File: src/rtl/sha256_ring_pkg.sv
// Shared ring flit layout for the SHA-256 node assembler/deassembler.
// Field offsets, flit types, body count and the transfer FSM states.
package sha256_ring_pkg;

  localparam int PAYLOAD_LSB = 0;
  localparam int PAYLOAD_W   = 64;
  localparam int ID_LSB      = 64;
  localparam int ID_W        = 4;
  localparam int TYPE_LSB    = 68;
  localparam int TYPE_W      = 4;
  localparam int FLIT_MIN_W  = 72;

  localparam logic [TYPE_W-1:0] HDR_TYPE  = 4'h1;
  localparam logic [TYPE_W-1:0] BODY_TYPE = 4'h2;

  localparam int NONCE_W  = 32;
  localparam int DIGEST_W = 256;

  localparam int HDR_FOUND_BIT = 32;
  localparam int HDR_CNT_LSB   = 33;
  localparam int HDR_CNT_W     = 3;

  localparam int BODY_FLITS = 4;
  localparam int BODY_CNT_W = 2;

  typedef enum logic [1:0] {
    IDLE = 2'd0,
    HDR  = 2'd1,
    BODY = 2'd2
  } ring_state_e;

  function automatic logic [PAYLOAD_W-1:0] hdr_payload(
    input logic                 found,
    input logic [NONCE_W-1:0]   nonce,
    input logic [HDR_CNT_W-1:0] cnt
  );
    logic [PAYLOAD_W-1:0] p;
    p = '0;
    p[NONCE_W-1:0] = nonce;
    p[HDR_FOUND_BIT] = found;
    p[HDR_CNT_LSB +: HDR_CNT_W] = cnt;
    return p;
  endfunction

endpackage

File: src/rtl/sha256_result_deassembler.sv
// Serializes one mining result into ring flits (header + digest bodies).
// SHA256_DEASM_DIGEST_EN adds the four digest body flits per packet.
module sha256_result_deassembler
  import sha256_ring_pkg::*;
#(
  parameter int ring_width_p = 80,
  parameter int id_p         = 0
) (
  input  logic                    clk_i,
  input  logic                    reset_n_i,
  input  logic                    en_i,
  input  logic                    v_i,
  input  logic                    found_i,
  input  logic [NONCE_W-1:0]      nonce_i,
  input  logic [DIGEST_W-1:0]     digest_i,
  output logic                    ready_o,
  output logic                    v_o,
  output logic [ring_width_p-1:0] data_o,
  input  logic                    yumi_i
);

  localparam logic [ID_W-1:0] id_lp = ID_W'(id_p);

`ifdef SHA256_DEASM_DIGEST_EN
  localparam logic [HDR_CNT_W-1:0] hdr_cnt_lp = HDR_CNT_W'(BODY_FLITS);
`else
  localparam logic [HDR_CNT_W-1:0] hdr_cnt_lp = '0;
`endif

  if (ring_width_p < FLIT_MIN_W) begin : g_width_chk
    $error("ring_width_p must be >= 72");
  end

  ring_state_e          state_q;
  logic                 found_q;
  logic [NONCE_W-1:0]   nonce_q;
  logic                 accept;
  logic                 take;

`ifdef SHA256_DEASM_DIGEST_EN
  logic [DIGEST_W-1:0]   digest_q;
  logic [BODY_CNT_W-1:0] cnt_q;
  logic [PAYLOAD_W-1:0]  body_word;
`else
  logic unused_digest;
  assign unused_digest = ^digest_i;
`endif

  // Outputs depend on registered state and en_i only, never on yumi_i.
  assign ready_o = reset_n_i & en_i & (state_q == IDLE);
  assign v_o     = en_i & (state_q != IDLE);
  assign accept  = v_i & ready_o;
  assign take    = v_o & yumi_i;

  always_ff @(posedge clk_i or negedge reset_n_i) begin
    if (!reset_n_i) begin
      state_q  <= IDLE;
      found_q  <= 1'b0;
      nonce_q  <= '0;
`ifdef SHA256_DEASM_DIGEST_EN
      digest_q <= '0;
      cnt_q    <= '0;
`endif
    end else if (en_i) begin
      case (state_q)
        IDLE: begin
          if (accept) begin
            found_q  <= found_i;
            nonce_q  <= nonce_i;
`ifdef SHA256_DEASM_DIGEST_EN
            digest_q <= digest_i;
`endif
            state_q  <= HDR;
          end
        end
        HDR: begin
          if (take) begin
`ifdef SHA256_DEASM_DIGEST_EN
            cnt_q   <= '0;
            state_q <= BODY;
`else
            state_q <= IDLE;
`endif
          end
        end
`ifdef SHA256_DEASM_DIGEST_EN
        BODY: begin
          if (take) begin
            cnt_q <= cnt_q + 1'b1;
            if (cnt_q == BODY_CNT_W'(BODY_FLITS - 1))
              state_q <= IDLE;
          end
        end
`endif
        default: state_q <= IDLE;
      endcase
    end
  end

`ifdef SHA256_DEASM_DIGEST_EN
  // Most-significant digest word goes out first.
  always_comb begin
    body_word = '0;
    unique case (cnt_q)
      2'd0: body_word = digest_q[255:192];
      2'd1: body_word = digest_q[191:128];
      2'd2: body_word = digest_q[127:64];
      2'd3: body_word = digest_q[63:0];
      default: body_word = '0;
    endcase
  end
`endif

  always_comb begin
    data_o = '0;
    unique case (1'b1)
      (state_q == HDR): begin
        data_o[PAYLOAD_LSB +: PAYLOAD_W] =
          hdr_payload(found_q, nonce_q, hdr_cnt_lp);
        data_o[ID_LSB +: ID_W]     = id_lp;
        data_o[TYPE_LSB +: TYPE_W] = HDR_TYPE;
      end
`ifdef SHA256_DEASM_DIGEST_EN
      (state_q == BODY): begin
        data_o[PAYLOAD_LSB +: PAYLOAD_W] = body_word;
        data_o[ID_LSB +: ID_W]     = id_lp;
        data_o[TYPE_LSB +: TYPE_W] = BODY_TYPE;
      end
`endif
      default: ;
    endcase
  end

  yumi_needs_valid: assert property (
    @(posedge clk_i) disable iff (!reset_n_i) yumi_i |-> v_o
  );

endmodule

File: config.mk
export PLATFORM = sky130hd
export DESIGN_NAME = sha256_result_deassembler
export DESIGN_NICKNAME = d
export VERILOG_FILES = /design/src/rtl/sha256_ring_pkg.sv /design/src/rtl/sha256_result_deassembler.sv
export SDC_FILE = /design/constraint.sdc
export NUM_CORES = 1
export LEC_CHECK = 0
export CAP_MARGIN = 5
export CORE_AREA = 4 4 145 147
export DETAILED_ROUTE_END_ITERATION = 7
export DIE_AREA = 0 0 149 151
export PLACE_DENSITY_LB_ADDON = 0.15
export SLEW_MARGIN = 20
export SYNTH_ARGS = -nofsm -noshare
export SYNTH_HDL_FRONTEND = slang
export SYNTH_SLANG_ARGS = --single-unit
File: constraint.sdc
create_clock -name clk_i -period 1.85 [get_ports clk_i]
set_input_delay 0.37 -clock clk_i [delete_from_list [all_inputs] [get_ports clk_i]]
set_output_delay 0.37 -clock clk_i [all_outputs]
set_load 0.02 [all_outputs]
==> impl_metrics.prom, run 1 <==
# TYPE chip_impl_metric gauge
chip_impl_metric{name="grt_antenna_before_repair",unit=""} 1
chip_impl_metric{name="first_pass_grt_wire_length",unit="mm"} 8.55
chip_impl_metric{name="finalClockSkew",unit="ps"} 7.06
chip_impl_metric{name="number_of_remaining_drc_errors",unit=""} 0
chip_impl_metric{name="period_share",unit=""} 0.949
chip_impl_metric{name="gpl.final_weighted_congestion",unit=""} 0.636
chip_impl_metric{name="overflow",unit=""} 0
chip_impl_metric{name="final.setup.tns",unit="ps"} 0
chip_impl_info{name="element_type_at_the_critical_path_end",value="output port"} 1
chip_impl_metric{name="setup_violators_final",unit=""} 0
chip_impl_metric{name="fmaxAchievable",unit="GHz"} 0.570
chip_impl_metric{name="num_antenna_cells",unit=""} 0
chip_impl_metric{name="drt.antenna.violating_nets",unit=""} 0
chip_impl_info{name="status",value="finished, final reports clean"} 1
chip_impl_metric{name="synth.top_cell.area_share",unit=""} 0.427
chip_impl_metric{name="stdcell_area",unit="sq um"} 3020
chip_impl_metric{name="area.sequential",unit="sq um"} 852
chip_impl_metric{name="n_fill_cell",unit=""} 2278
chip_impl_info{name="grt_setup_unrepaired",value="false"} 1
chip_impl_metric{name="design.final.nets",unit=""} 534
chip_impl_info{name="top_layer_used",value="met5"} 1
chip_impl_metric{name="clock_sinks",unit=""} 34
chip_impl_metric{name="die_h",unit="um"} 151
chip_impl_metric{name="critical_path_arrival",unit="ps"} 1390
chip_impl_metric{name="max_cap_viol_count",unit=""} 0
chip_impl_metric{name="largest_net_degree_at_the_start_of_global_routing",unit=""} 36
chip_impl_metric{name="least_margin_pin_slew",unit="ps"} 504
chip_impl_metric{name="worst-endpoint-required",unit="ps"} 1480
chip_impl_metric{name="post_synth.cell_area_avg",unit="sq um"} 12.5
chip_impl_info{name="clock_tree_from_tritoncts",value="yes"} 1
chip_impl_metric{name="clock_latency",unit="ps"} 290
chip_impl_metric{name="drt-pass1-iter-count",unit=""} 4
chip_impl_metric{name="dp.cells",unit=""} 503
chip_impl_metric{name="yosysSeqAreaShare",unit=""} 0.427
chip_impl_metric{name="hpwl",unit="mm"} 4.51
chip_impl_metric{name="finish.utilization",unit=""} 0.152
chip_impl_metric{name="placement.cell_area",unit="sq um"} 2910
chip_impl_metric{name="total_leakage_power",unit="nW"} 1.47
chip_impl_metric{name="powerDensity",unit="nW/um^2"} 1240
chip_impl_metric{name="hold_buffers",unit=""} 0
chip_impl_metric{name="htreeDepth",unit=""} 2
chip_impl_info{name="ys_top_cells_by_area",value="sky130_fd_sc_hd__dfrtp_1 43%, sky130_fd_sc_hd__mux2_4 23%, sky130_fd_sc_hd__buf_4 17%"} 1
chip_impl_metric{name="number_of_port_buffers",unit=""} 73
chip_impl_info{name="worst_setup_path_start_kind",value="flip-flop"} 1
chip_impl_metric{name="number_of_placement_rows",unit=""} 52
chip_impl_metric{name="area.growth.synth_to_final",unit="%"} 51.9
chip_impl_metric{name="grt_use_total",unit=""} 0.0524
chip_impl_metric{name="finalWorstPathRequiredPeriod",unit="ps"} 1760
chip_impl_metric{name="design.die.area",unit="sq um"} 22500
chip_impl_metric{name="dr.first_iter.drc_count",unit=""} 26
chip_impl_metric{name="clk_path_buf_depth",unit=""} 2
chip_impl_metric{name="post_synth_instance_area",unit="sq um"} 1990
chip_impl_metric{name="cp_max_fo",unit=""} 8
chip_impl_metric{name="cts_buffers",unit=""} 5
chip_impl_metric{name="r2r_setup_slack",unit="ps"} 370
chip_impl_metric{name="yosysWarnings",unit=""} 0
chip_impl_metric{name="final_cell_count_no_fill",unit=""} 511
chip_impl_metric{name="synth_cell_type_count",unit=""} 12
chip_impl_metric{name="detail_route.wirelength.met1",unit="mm"} 2.49
chip_impl_metric{name="via_per_inst",unit=""} 2.44
chip_impl_metric{name="hold_viol_final",unit=""} 0
chip_impl_metric{name="ios",unit=""} 376
chip_impl_metric{name="grt_pass1_vias",unit=""} 1372
chip_impl_metric{name="starting_density_of_the_core",unit=""} 0.100
chip_impl_metric{name="core-area",unit="sq um"} 19900
chip_impl_info{name="critPathKind",value="reg2out"} 1
chip_impl_metric{name="route.met2.wl",unit="mm"} 2.33
chip_impl_metric{name="detailroute.wirelength.met3",unit="um"} 869
chip_impl_metric{name="total_area_of_multi_input_combinational_cells",unit="sq um"} 915
chip_impl_metric{name="maxSlewHeadroom",unit=""} 0.664
chip_impl_metric{name="postRouteWirelength",unit="mm"} 5.77
chip_impl_metric{name="clkTransAtPathRegs",unit="ps"} 60
chip_impl_metric{name="peakVddDrop",unit="uV"} 345
chip_impl_metric{name="die_w",unit="um"} 149
chip_impl_metric{name="detail_route.wl_per_cell",unit="um"} 11.3
chip_impl_metric{name="drive_above_1_share",unit=""} 0.237
chip_impl_metric{name="syn_inst",unit=""} 159
chip_impl_metric{name="slew_limit_fails",unit=""} 0
chip_impl_info{name="synth_area_leader",value="sky130_fd_sc_hd__dfrtp_1"} 1
chip_impl_metric{name="yosys_register_bits",unit=""} 34
chip_impl_info{name="clockRootBuffer",value="sky130_fd_sc_hd__clkbuf_16"} 1
chip_impl_info{name="hold_path_class",value="in2async"} 1
chip_impl_metric{name="routed_vias",unit=""} 1247
[path summary, 6_finish.rpt]
kind                            depth (start not counted)                    start                 endpoint
worst max-delay path                                    3   state_q[0]$_DFFE_PN0P_                data_o[1]
worst min-delay path                                    3                reset_n_i  nonce_q[21]$_DFFE_PN0P_
worst max register to register                          4   state_q[0]$_DFFE_PN0P_  nonce_q[31]$_DFFE_PN0P_
worst min register to register                          1  nonce_q[14]$_DFFE_PN0P_  nonce_q[14]$_DFFE_PN0P_
max in group asynchronous                               3                reset_n_i   state_q[0]$_DFFE_PN0P_
min in group clk_i                                      1  nonce_q[14]$_DFFE_PN0P_  nonce_q[14]$_DFFE_PN0P_
[per-layer routing]
metal	global-route usage	up-vias
met5	0	-
met2	0.0692	82
met3	0.0383	9
met4	0.0178	2
li1	-	583
met1	0.0655	571
[power breakdown]
| part | switching (mW) | internal [mW] | total (mW) |
|---|---|---|---|
| combinational | 0.773 | 0.870 | 1.64 |
| sequential | 0.182 | 1.05 | 1.23 |
| clock | 0.344 | 0.533 | 0.878 |
| total | 1.30 | 2.46 | 3.76 |
[flip-flops by register name, summed over array words and instances, names as in the netlist]
name	count
found_q	1
nonce_q	32
state_q	1
[worst max-delay path, cell delays in order, from the launching register on]
cell                            delay (ps)
sky130_fd_sc_hd__dfrtp_2               450
sky130_fd_sc_hd__buf_4                 170
sky130_fd_sc_hd__and2_1                150
sky130_fd_sc_hd__dlygate4sd2_1         320
[layout make-up]
type | count | share of cell area
multi-input cells | 117 | 0.302
flip-flops and latches | 34 | 0.282
repair buffers | 82 | 0.254
well taps | 270 | 0.112
clock buffers | 6 | 0.0459
clock inverters | 2 | 0.00414
[metrics by stage]
step	power, mW	worst slack, ps	hold slack, ps
global route	4.02	0.729	348
detailed placement	3.10	-145	486
finish	3.76	94.5	292
floorplan	2.35	318	74.4
CTS	3.87	9.09	308
global placement	3.10	-166	487
[what timing repair did]
action | CTS | global route
setup endpoints to repair | 33 | 3
resized for setup | 35 | 3
endpoints found under the hold margin | 0 | 0
buffers inserted | 0 | 0
gates cloned | 0 | 0
[cell families (layout without fill, tap and decap cells)]
group,count (synthesis),after routing,share of synthesized area
and+or+nand+nor,36,36,0.123
buffers and inverters,53,90,0.198
DFF,34,34,0.427
other,1,46,0.00188
muxes,33,33,0.243
AOI/OAI and AO/OA,2,2,0.00628
[cells in the final DEF (no fill, tap or decap)]
| master | count |
|---|---|
| sky130_fd_sc_hd__conb_1 | 46 |
| sky130_fd_sc_hd__clkdlybuf4s50_1 | 36 |
| sky130_fd_sc_hd__and2_1 | 34 |
| sky130_fd_sc_hd__dfrtp_1 | 33 |
| sky130_fd_sc_hd__mux2_4 | 30 |
| sky130_fd_sc_hd__dlygate4sd2_1 | 30 |
| sky130_fd_sc_hd__buf_4 | 10 |
| sky130_fd_sc_hd__clkbuf_16 | 5 |
| sky130_fd_sc_hd__mux2_2 | 3 |
| sky130_fd_sc_hd__a31oi_1 | 2 |
| sky130_fd_sc_hd__clkdlybuf4s15_1 | 2 |
| sky130_fd_sc_hd__buf_12 | 2 |
| sky130_fd_sc_hd__and3b_1 | 1 |
| sky130_fd_sc_hd__nand4b_4 | 1 |
| sky130_fd_sc_hd__clkbuf_8 | 1 |
| sky130_fd_sc_hd__clkinvlp_4 | 1 |
| sky130_fd_sc_hd__clkinv_2 | 1 |
| sky130_fd_sc_hd__buf_2 | 1 |
| sky130_fd_sc_hd__clkbuf_2 | 1 |
| sky130_fd_sc_hd__dfrtp_2 | 1 |
[synthesized netlist by cell type]
| cell | count |
|---|---|
| sky130_fd_sc_hd__and3b_1 | 1 |
| sky130_fd_sc_hd__clkbuf_1 | 3 |
| sky130_fd_sc_hd__and2_1 | 34 |
| sky130_fd_sc_hd__conb_1 | 1 |
| sky130_fd_sc_hd__buf_1 | 1 |
| sky130_fd_sc_hd__nand4b_4 | 1 |
| sky130_fd_sc_hd__a31oi_1 | 2 |
| sky130_fd_sc_hd__dfrtp_1 | 34 |
| sky130_fd_sc_hd__mux2_2 | 3 |
| sky130_fd_sc_hd__buf_6 | 3 |
| sky130_fd_sc_hd__buf_4 | 46 |
| sky130_fd_sc_hd__mux2_4 | 30 |
(Power assumes the default switching activity.)
==> run 2: changes to the inputs <==
--- a/config.mk
+++ b/config.mk
@@ -8,4 +8,5 @@
 export CAP_MARGIN = 5
 export CORE_AREA = 4 4 145 147
+export CTS_CLUSTER_DIAMETER = 50
 export DETAILED_ROUTE_END_ITERATION = 7
 export DIE_AREA = 0 0 149 151
==> constraint.sdc (replaced) <==
create_clock -name clk_i -period 1.85 [get_ports clk_i]
set_input_delay 0.2775 -clock clk_i [delete_from_list [all_inputs] [get_ports clk_i]]
set_output_delay 0.2775 -clock clk_i [all_outputs]
set_load 0.02 [all_outputs]
==> impl_metrics.prom, run 2 (same netlist as run 1, synthesis figures left out) <==
# TYPE chip_impl_metric gauge
chip_impl_metric{name="n_fill_cell",unit=""} 2271
chip_impl_info{name="status",value="finished, final reports clean"} 1
chip_impl_info{name="clock_tree_from_tritoncts",value="yes"} 1
chip_impl_metric{name="grt_pass1_vias",unit=""} 1315
chip_impl_metric{name="starting_density_of_the_core",unit=""} 0.100
chip_impl_metric{name="drt-pass1-iter-count",unit=""} 4
chip_impl_info{name="top_regs",value="nonce_q (32), found_q (1), state_q (1)"} 1
chip_impl_metric{name="area.growth.synth_to_final",unit="%"} 54.3
chip_impl_info{name="timing.rr.end",value="nonce_q[5]$_DFFE_PN0P_"} 1
chip_impl_metric{name="worst-endpoint-required",unit="ps"} 1570
chip_impl_metric{name="hpwl",unit="mm"} 4.51
chip_impl_metric{name="hold_depth",unit=""} 1
chip_impl_metric{name="design.final.nets",unit=""} 534
chip_impl_info{name="final_common_cell",value="sky130_fd_sc_hd__conb_1"} 1
chip_impl_metric{name="number_of_remaining_drc_errors",unit=""} 0
chip_impl_metric{name="slew_limit_fails",unit=""} 0
chip_impl_metric{name="overflow",unit=""} 0
chip_impl_metric{name="gpl.final_weighted_congestion",unit=""} 0.622
chip_impl_metric{name="die_w",unit="um"} 149
chip_impl_metric{name="drive_above_1_share",unit=""} 0.228
chip_impl_metric{name="r2r_setup_slack",unit="ps"} 380
chip_impl_metric{name="first_pass_grt_wire_length",unit="mm"} 8.39
chip_impl_metric{name="num_antenna_cells",unit=""} 0
chip_impl_metric{name="critical_path_arrival",unit="ps"} 1500
chip_impl_metric{name="finalClockSkew",unit="ps"} 4.40
chip_impl_metric{name="drt.antenna.violating_nets",unit=""} 0
chip_impl_info{name="critPathKind",value="reg2out"} 1
chip_impl_metric{name="total_leakage_power",unit="nW"} 1.50
chip_impl_metric{name="number_of_port_buffers",unit=""} 73
chip_impl_info{name="worst_setup_path_start_kind",value="flip-flop"} 1
chip_impl_metric{name="postCtsSetupRepairBufs",unit=""} 0
chip_impl_metric{name="powerDensity",unit="nW/um^2"} 1310
chip_impl_info{name="grt_setup_unrepaired",value="false"} 1
chip_impl_metric{name="area.sequential",unit="sq um"} 852
chip_impl_metric{name="htreeDepth",unit=""} 2
chip_impl_metric{name="postRouteWirelength",unit="mm"} 5.73
chip_impl_metric{name="design.die.area",unit="sq um"} 22500
chip_impl_metric{name="cts_buffers",unit=""} 5
chip_impl_metric{name="largest_register_ffs",unit=""} 32
chip_impl_metric{name="grt_antenna_before_repair",unit=""} 1
chip_impl_metric{name="peakVddDrop",unit="uV"} 484
chip_impl_info{name="layout.cells.most_common_list",value="46 x sky130_fd_sc_hd__conb_1, 37 x sky130_fd_sc_hd__clkdlybuf4s50_1, 34 x sky130_fd_sc_hd__and2_1"} 1
chip_impl_metric{name="clk_path_buf_depth",unit=""} 2
chip_impl_metric{name="die_h",unit="um"} 151
chip_impl_metric{name="total_area_of_multi_input_combinational_cells",unit="sq um"} 915
chip_impl_info{name="holdCritStartpoint",value="nonce_q[20]$_DFFE_PN0P_"} 1
chip_impl_metric{name="clkTransAtPathRegs",unit="ps"} 60
chip_impl_metric{name="dr.first_iter.drc_count",unit=""} 55
chip_impl_metric{name="dp.cells",unit=""} 502
chip_impl_metric{name="detail_route.wl_per_cell",unit="um"} 11.2
chip_impl_metric{name="cp_max_fo",unit=""} 24
chip_impl_metric{name="clock_latency",unit="ps"} 290
chip_impl_metric{name="period_share",unit=""} 0.958
chip_impl_metric{name="largest_net_degree_at_the_start_of_global_routing",unit=""} 26
chip_impl_info{name="hold_path_class",value="reg2reg"} 1
chip_impl_metric{name="hold_viol_final",unit=""} 0
chip_impl_metric{name="setup_violators_final",unit=""} 0
chip_impl_metric{name="max_cap_viol_count",unit=""} 0
chip_impl_metric{name="final_cell_count_no_fill",unit=""} 511
chip_impl_metric{name="grt_use_total",unit=""} 0.0518
chip_impl_info{name="element_type_at_the_critical_path_end",value="output port"} 1
chip_impl_metric{name="worst_hold_margin",unit="ps"} 497
chip_impl_metric{name="via_per_inst",unit=""} 2.48
chip_impl_metric{name="number_of_placement_rows",unit=""} 52
chip_impl_metric{name="routed_vias",unit=""} 1269
chip_impl_metric{name="fmaxAchievable",unit="GHz"} 0.564
chip_impl_metric{name="clock_sinks",unit=""} 34
chip_impl_info{name="min_delay_worst_endpoint",value="nonce_q[20]$_DFFE_PN0P_"} 1
chip_impl_metric{name="core-area",unit="sq um"} 19900
chip_impl_info{name="reg2reg_from",value="state_q[0]$_DFFE_PN0P_"} 1
chip_impl_metric{name="finish.utilization",unit=""} 0.154
chip_impl_info{name="largest-register",value="nonce_q"} 1
chip_impl_metric{name="final.setup.tns",unit="ps"} 0
chip_impl_info{name="clockRootBuffer",value="sky130_fd_sc_hd__clkbuf_16"} 1
chip_impl_metric{name="total_power",unit="mW"} 4.03
chip_impl_metric{name="r2r.worst_path.cells",unit=""} 4
chip_impl_metric{name="ios",unit=""} 376
chip_impl_metric{name="finalWorstPathRequiredPeriod",unit="ps"} 1770
[run 2: changes by cell type in the layout (fill, tap and decap cells not counted), sizes merged, moves of 2 or more]
| cell | before | now |
|---|---|---|
| clkbuf | 7 | 5 |
| clkdlybuf4s15 | 2 | 0 |
| dlygate4sd2 | 30 | 32 |
| bufinv | 0 | 2 |
[run 2: per-stage QoR]
stage | area [sq um] | setup WS [ps]
finish | 3070 | 77.2
global route | 3070 | 0.646
CTS | 3070 | 30.6
detailed placement | 2910 | 24.7
global placement | 2910 | 16.3
floorplan | 2160 | 410
[run 2: area by class of cell]
cell class | count | area share
Multi-Input combinational cell | 117 | 0.298
Sequential cell | 34 | 0.277
Timing Repair Buffer | 82 | 0.252
Tap cell | 270 | 0.110
Clock buffer | 5 | 0.0407
Clock inverter | 3 | 0.0224
[run 2: where the power goes]
group / internal (mW) / switching [mW]
clock network: 0.775 / 0.370
logic: 0.873 / 0.775
registers: 1.05 / 0.180
[run 2: timing repair]
| action | in CTS | in global routing |
|---|---|---|
| hold buffers | 1 | 0 |
| hold endpoints to repair | 15 | 0 |
| resized for setup | 33 | 0 |
| endpoints found under the setup margin | 33 | 0 |
[run 2: worst max-delay path, cell delays in order (launching register included)]
cell and delay [ps]:
sky130_fd_sc_hd__dfrtp_2 410, sky130_fd_sc_hd__buf_12 170, sky130_fd_sc_hd__clkdlybuf4s50_1 620
[run 2: how the worst max path moves through the flow]
stage,start,endpoint,slack [ps]
global placement,en_i,ready_o,20
global route,state_q[0]$_DFFE_PN0P_,data_o[68],0.6
finish,state_q[0]$_DFFE_PN0P_,data_o[68],80
detailed placement,en_i,ready_o,20
floorplan,state_q[0]$_DFFE_PN0P_,data_o[18],410
CTS,state_q[0]$_DFFE_PN0P_,data_o[68],30
[run 2: per-layer routing]
metal / share of wire / GRT usage
met5: 0.0023 / 0
met4: 0.013 / 0.0165
met3: 0.14 / 0.0389
met2: 0.39 / 0.0661
met1: 0.45 / 0.0664
